[src/rtl/queens_backtrack_sequencer.sv]
// Depth-first N-queens search sequencer. It drives an external occupancy datapath through
// probe/place/remove commands, places one queen per row, and hands each complete placement
// to the consumer through a hold-until-acknowledged handshake.
module queens_backtrack_sequencer #(
  parameter int unsigned N     = 8,
  parameter int unsigned COL_W = (N > 1) ? $clog2(N) : 1,
  parameter int unsigned CNT_W = 16
) (
  input  logic               i_clk,
  input  logic               i_reset,
  input  logic               i_start,
  input  logic               i_is_safe,
  output logic [COL_W-1:0]   o_row,
  output logic [COL_W-1:0]   o_col,
  output logic               o_place_queen,
  output logic               o_remove_queen,
  output logic               o_clear_board,
  output logic               o_busy,
  output logic               o_sol_valid,
  input  logic               i_sol_next,
  output logic [N*COL_W-1:0] o_sol_cols,
  output logic [CNT_W-1:0]   o_sol_count,
  output logic               o_done
);

  typedef enum logic [2:0] {
    StIdle,
    StClear,
    StProbe,
    StPlace,
    StBacktrack,
    StRemove,
    StSolved,
    StFinish
  } state_e;

  localparam logic [COL_W-1:0] LastIdx = COL_W'(N - 1);

  state_e                   r_state;
  state_e                   w_state_nxt;
  logic [COL_W-1:0]         r_row;
  logic [COL_W-1:0]         r_col;
  logic [N-1:0][COL_W-1:0]  r_colpos;
  logic [CNT_W-1:0]         r_sol_count;
  logic                     r_place;
  logic                     r_remove;
  logic                     r_clear;
  logic                     r_busy;
  logic                     r_sol_valid;
  logic                     r_done;

  logic w_last_col;
  logic w_last_row;
  logic w_row_zero;

  assign w_last_col = (r_col == LastIdx);
  assign w_last_row = (r_row == LastIdx);
  assign w_row_zero = (r_row == '0);

  // Next-state selection; is_safe is only meaningful while probing.
  always_comb begin
    w_state_nxt = r_state;
    case (r_state)
      StIdle:      if (i_start) w_state_nxt = StClear;
      StClear:     w_state_nxt = StProbe;
      StProbe: begin
        if (i_is_safe)      w_state_nxt = StPlace;
        else if (w_last_col) w_state_nxt = StBacktrack;
      end
      StPlace:     w_state_nxt = w_last_row ? StSolved : StProbe;
      StBacktrack: w_state_nxt = w_row_zero ? StFinish : StRemove;
      StRemove:    w_state_nxt = w_last_col ? StBacktrack : StProbe;
      StSolved:    if (i_sol_next) w_state_nxt = StRemove;
      StFinish:    w_state_nxt = StIdle;
      default:     w_state_nxt = StIdle;
    endcase
  end

  // State, search cursor, per-row placement record and registered command outputs.
  // Command strobes are decoded from the next state so they are high exactly while the
  // machine sits in the matching state.
  always_ff @(posedge i_clk or negedge i_reset) begin
    if (!i_reset) begin
      r_state     <= StIdle;
      r_row       <= '0;
      r_col       <= '0;
      r_colpos    <= '0;
      r_sol_count <= '0;
      r_place     <= 1'b0;
      r_remove    <= 1'b0;
      r_clear     <= 1'b0;
      r_busy      <= 1'b0;
      r_sol_valid <= 1'b0;
      r_done      <= 1'b0;
    end else begin
      r_state     <= w_state_nxt;
      r_busy      <= (w_state_nxt != StIdle);
      r_clear     <= (w_state_nxt == StClear);
      r_place     <= (w_state_nxt == StPlace);
      r_remove    <= (w_state_nxt == StRemove);
      r_sol_valid <= (w_state_nxt == StSolved);
      r_done      <= (w_state_nxt == StFinish);
      case (r_state)
        StIdle: if (i_start) r_sol_count <= '0;
        StClear: begin
          r_row <= '0;
          r_col <= '0;
        end
        StProbe: if (!i_is_safe && !w_last_col) r_col <= r_col + 1'b1;
        StPlace: begin
          r_colpos[r_row] <= r_col;
          if (w_last_row) begin
            if (r_sol_count != '1) r_sol_count <= r_sol_count + 1'b1;
          end else begin
            r_row <= r_row + 1'b1;
            r_col <= '0;
          end
        end
        StBacktrack: begin
          // Step back one row and reload that row's queen so REMOVE can lift it.
          if (!w_row_zero) begin
            r_row <= r_row - 1'b1;
            r_col <= r_colpos[r_row - 1'b1];
          end
        end
        StRemove: if (!w_last_col) r_col <= r_col + 1'b1;
        StSolved: begin
          if (i_sol_next) begin
            r_row <= LastIdx;
            r_col <= r_colpos[LastIdx];
          end
        end
        default: ;
      endcase
    end
  end

  assign o_row          = r_row;
  assign o_col          = r_col;
  assign o_place_queen  = r_place;
  assign o_remove_queen = r_remove;
  assign o_clear_board  = r_clear;
  assign o_busy         = r_busy;
  assign o_sol_valid    = r_sol_valid;
  assign o_sol_cols     = r_colpos;
  assign o_sol_count    = r_sol_count;
  assign o_done         = r_done;

endmodule
[config.mk]
export PLATFORM = sky130hd
export DESIGN_NAME = queens_backtrack_sequencer
export DESIGN_NICKNAME = d
export VERILOG_FILES = /design/src/rtl/queens_backtrack_sequencer.sv
export SDC_FILE = /design/constraint.sdc
export NUM_CORES = 1
export LEC_CHECK = 0
export ABC_AREA = 1
export BUFFER_PORTS_ARGS = -buffer_cell sky130_fd_sc_hd__clkbuf_2
export CAP_MARGIN = 20
export CORE_UTILIZATION = 40
export CTS_CLUSTER_SIZE = 24
export DETAILED_ROUTE_END_ITERATION = 10
export PLACE_DENSITY_LB_ADDON = 0.3
export SLEW_MARGIN = 20
export SYNTH_ARGS = -nofsm -noshare
export SYNTH_HDL_FRONTEND = slang
export SYNTH_SLANG_ARGS = --single-unit
[constraint.sdc]
create_clock -name i_clk -period 3.3 [get_ports i_clk]
set_clock_uncertainty 0.05 [all_clocks]
set_input_delay 0.66 -clock i_clk [delete_from_list [all_inputs] [get_ports i_clk]]
set_output_delay 0.66 -clock i_clk [all_outputs]
set_load 0.02 [all_outputs]
==> impl_metrics.tcl <==
set metrics [dict create \
    preCtsSetupSlack_ps 998 \
    combinationalPowerShare 0.461 \
    yosysWarnings 0 \
    synth_top_area_share 0.439 \
    hold_violations 0 \
    min-delay-path-class "input pin to asynchronous set/reset pin" \
    die-area_sq_mm 0.00819 \
    p_sw_frac 0.482 \
    finalWeightedCongestion 0.914 \
    internal_power_uw 1260 \
    critPathCaptureType "register" \
    crit_chain "inv_1 > ha_1 > inv_1 > nor2_1 > o21ai_0 > nand3_1 > nand3_1 > nand2_1 > nand2_1 > nand2_1" \
    p_seq_frac 0.386 \
    dieWidth_um 90.5 \
    status "finished clean" \
    grt_pass1_vias 2814 \
    drc 0 \
    syn_inst 435 \
    ys_seq_area_frac 0.439 \
    dp_hpwl_um 5710 \
    antenna_found_initial 0 \
    worst-setup-path-type "register to register" \
    cts_tree "done" \
    cts_resized 0 \
    slowest_stage "dfrtp_1" \
    synthArstFlopShare 1.00 \
    io_pins 57 \
    crit_fanout 17 \
    critPathMostFrequentCell "nand2_1" \
    yosysTopAreaCell "dfrtp_1" \
    cpLargestDelayFamily "flip-flops" \
    start_kind "register" \
    netSwitchingPower_uw 1170 \
    antenna_cells 0 \
    ir_drop_uv 323 \
    synth_top_flop_cell "dfrtp_1" \
    setup_viol 0 \
    r2r_slack_ps 950 \
    critPathMaxStageDelay_ps 640 \
    power_leakage_uw 0.00184 \
    slew_headroom 0.531 \
    worstPathArrival_ps 2510 \
    synthTopCellsByArea "dfrtp_1 44%, nand2_1 21%, nor2_1 6.0%" \
    nets 504 \
    slew_viol_final 0 \
    vias 2959 \
    grtUsageTotal 0.200 \
    insertion_delay_ps 320 \
    worstRegToRegCells 10 \
    fillers 770 \
    pwr-share-clk 0.153 \
    worst_pin_slew_ps 704 \
    core_sq_mm 0.00741 \
    wire_per_inst_um 13.0 \
    synth_edf_count 0 \
    clock.fmax_ghz 0.426 \
    clk_pin_slew_worst_paths_ps 110 \
    place_inst 584 \
    startpoint "o_row[0]$_DFFE_PN0P_" \
    drtIter0Drc 144 \
    area_delta_synth_final_pct 14.4 \
    power_density_mw_per_mm2 679 \
    timing.final.crit_share 0.712 \
    globalRouteOverflowTotal 0 \
    via_per_inst 5.00 \
    ctsLongestPathBuffers 2 \
    period_minus_slack_ps 2350 \
    cts_setup_buffers 0 \
    timing.final.ws_setup_ps 951 \
    max-cap-violations 0 \
    drive_gt1_frac 0.164 \
    hold_slack_ps 420 \
    fp.dieH_um 90.5 \
    cts_root_buffer "clkbuf_8" \
    syn_area_sq_mm 0.00313 \
    synth_nets 447 \
    worst-path-stages 10 \
    port_buffers 56 \
    start_util 0.423 \
    numCtsBuffers 5 \
    critPathCapture "o_col[2]$_DFFE_PN0P_" \
    avgSynthCellArea_sq_um 7.20 \
    critPathBufInv 2 \
    cts_num_sinks 55 \
    hold_buffers 0 \
    rsz0062_at_grt "no" \
    htree_num_levels 2 \
    fin_tns_setup_ps 0 \
    finalNonFillerCells 592 \
    finalWirelength_um 7690 \
    grt_max_degree 56 \
    drt-pass1-iter-count 4 \
    synth_cell_types 32 \
    row_count 31 \
    reg2reg_from "o_row[0]$_DFFE_PN0P_" \
    reg2reg_to "o_col[2]$_DFFE_PN0P_" \
    ys_ff_latch 55 \
    grt_pass1_wl_um 13300 \
    cp.required_ps 3460 \
    ant_nets 0 \
]
[through the flow]
step | utilization | total power, uW | area (sq um)
3_5_place_dp | 0.472 | 2080 | 3500
4_1_cts | 0.484 | 2460 | 3580
6_report | 0.484 | 2430 | 3580
2_1_floorplan | - | 1770 | 3130
3_3_place_gp | 0.472 | 2070 | 3500
5_1_grt | 0.484 | 2640 | 3580
[area by class of cell]
class                      instances  area (sq um)  area share
inverter                          37           141      0.0394
tap                               99           124      0.0346
timing repair buffer              57           288      0.0803
clock buffer                       6          72.6      0.0202
clock inverter                     2          12.5     0.00349
sequential                        55          1380       0.384
multi-input combinational        336          1570       0.438
[power by group through the flow]
| stage | Sequential [uW] | Clock (uW) | Combinational, uW |
|---|---|---|---|
| detailed placement | 951 | 0 | 1130 |
| floorplan | 1010 | 0 | 763 |
| CTS | 941 | 388 | 1130 |
| finish | 939 | 372 | 1120 |
| global placement | 952 | 0 | 1120 |
| global route | 957 | 414 | 1270 |
[worst min-delay path by stage]
stage                                end  cells past startpoint
4_1_cts             o_col[1]$_DFFE_PN0P_                      2
5_1_grt             o_col[1]$_DFFE_PN0P_                      2
3_5_place_dp   o_sol_cols[6]$_DFFE_PN0P_                      2
6_report            o_col[1]$_DFFE_PN0P_                      2
2_1_floorplan           o_busy$_DFF_PN0_                      0
3_3_place_gp   o_sol_cols[7]$_DFFE_PN0P_                      2
[state kept, by name, summed over array words and instances, names as in the netlist]
| name | cells |
|---|---|
| o_sol_cols | 24 |
| o_sol_count | 16 |
| o_col | 3 |
| o_row | 3 |
| r_state | 3 |
| o_busy | 1 |
| o_clear_board | 1 |
| o_done | 1 |
| o_place_queen | 1 |
| o_remove_queen | 1 |
| o_sol_valid | 1 |
[Yosys cell counts, types with 2 or more instances]
cell,instances
a21oi_1,5
a22oi_1,3
buf_6,2
clkbuf_1,4
dfrtp_1,55
ha_1,7
inv_1,31
inv_2,5
nand2_1,174
nand2_4,3
nand3_1,25
nand3b_1,2
nand4_1,7
nor2_1,50
nor2_2,2
nor3_1,5
o21ai_0,24
o21ai_1,12
o21bai_1,3
xnor2_1,2
xor2_1,3
[layout by cell type, fill, tap and decap left out, types with 2 or more instances in the layout]
| cell type | n |
|---|---|
| nor2_2 | 2 |
| nand4_1 | 7 |
| nand3b_1 | 2 |
| clkbuf_2 | 56 |
| o21ai_0 | 24 |
| xnor2_1 | 2 |
| inv_2 | 5 |
| dfrtp_1 | 55 |
| xor2_1 | 3 |
| nand2_4 | 3 |
| nand2_1 | 174 |
| o21bai_1 | 3 |
| a21oi_1 | 5 |
| nor2_1 | 50 |
| nand3_1 | 25 |
| ha_1 | 7 |
| o21ai_1 | 12 |
| clkbuf_8 | 5 |
| inv_1 | 31 |
| a22oi_1 | 3 |
| nor3_1 | 5 |
[per-layer routing]
| metal | vias up | wire, um | global-route usage |
|---|---|---|---|
| met2 | 65 | 3470 | 0.318 |
| met1 | 1389 | 3790 | 0.277 |
| met3 | 8 | 346 | 0.0345 |
| li1 | 1497 | - | - |
| met5 | - | 0 | 0 |
| met4 | 0 | 85 | 0.0591 |
[cell families after synthesis]
family          Yosys count  synth area share
flops                    55             0.439
simple gates            272             0.364
buf+inv                  44            0.0595
fa+ha+maj                 7            0.0280
compound gates           52            0.0951
xor+xnor                  5            0.0140
No activity file was read; power rests on OpenSTA's default activity.
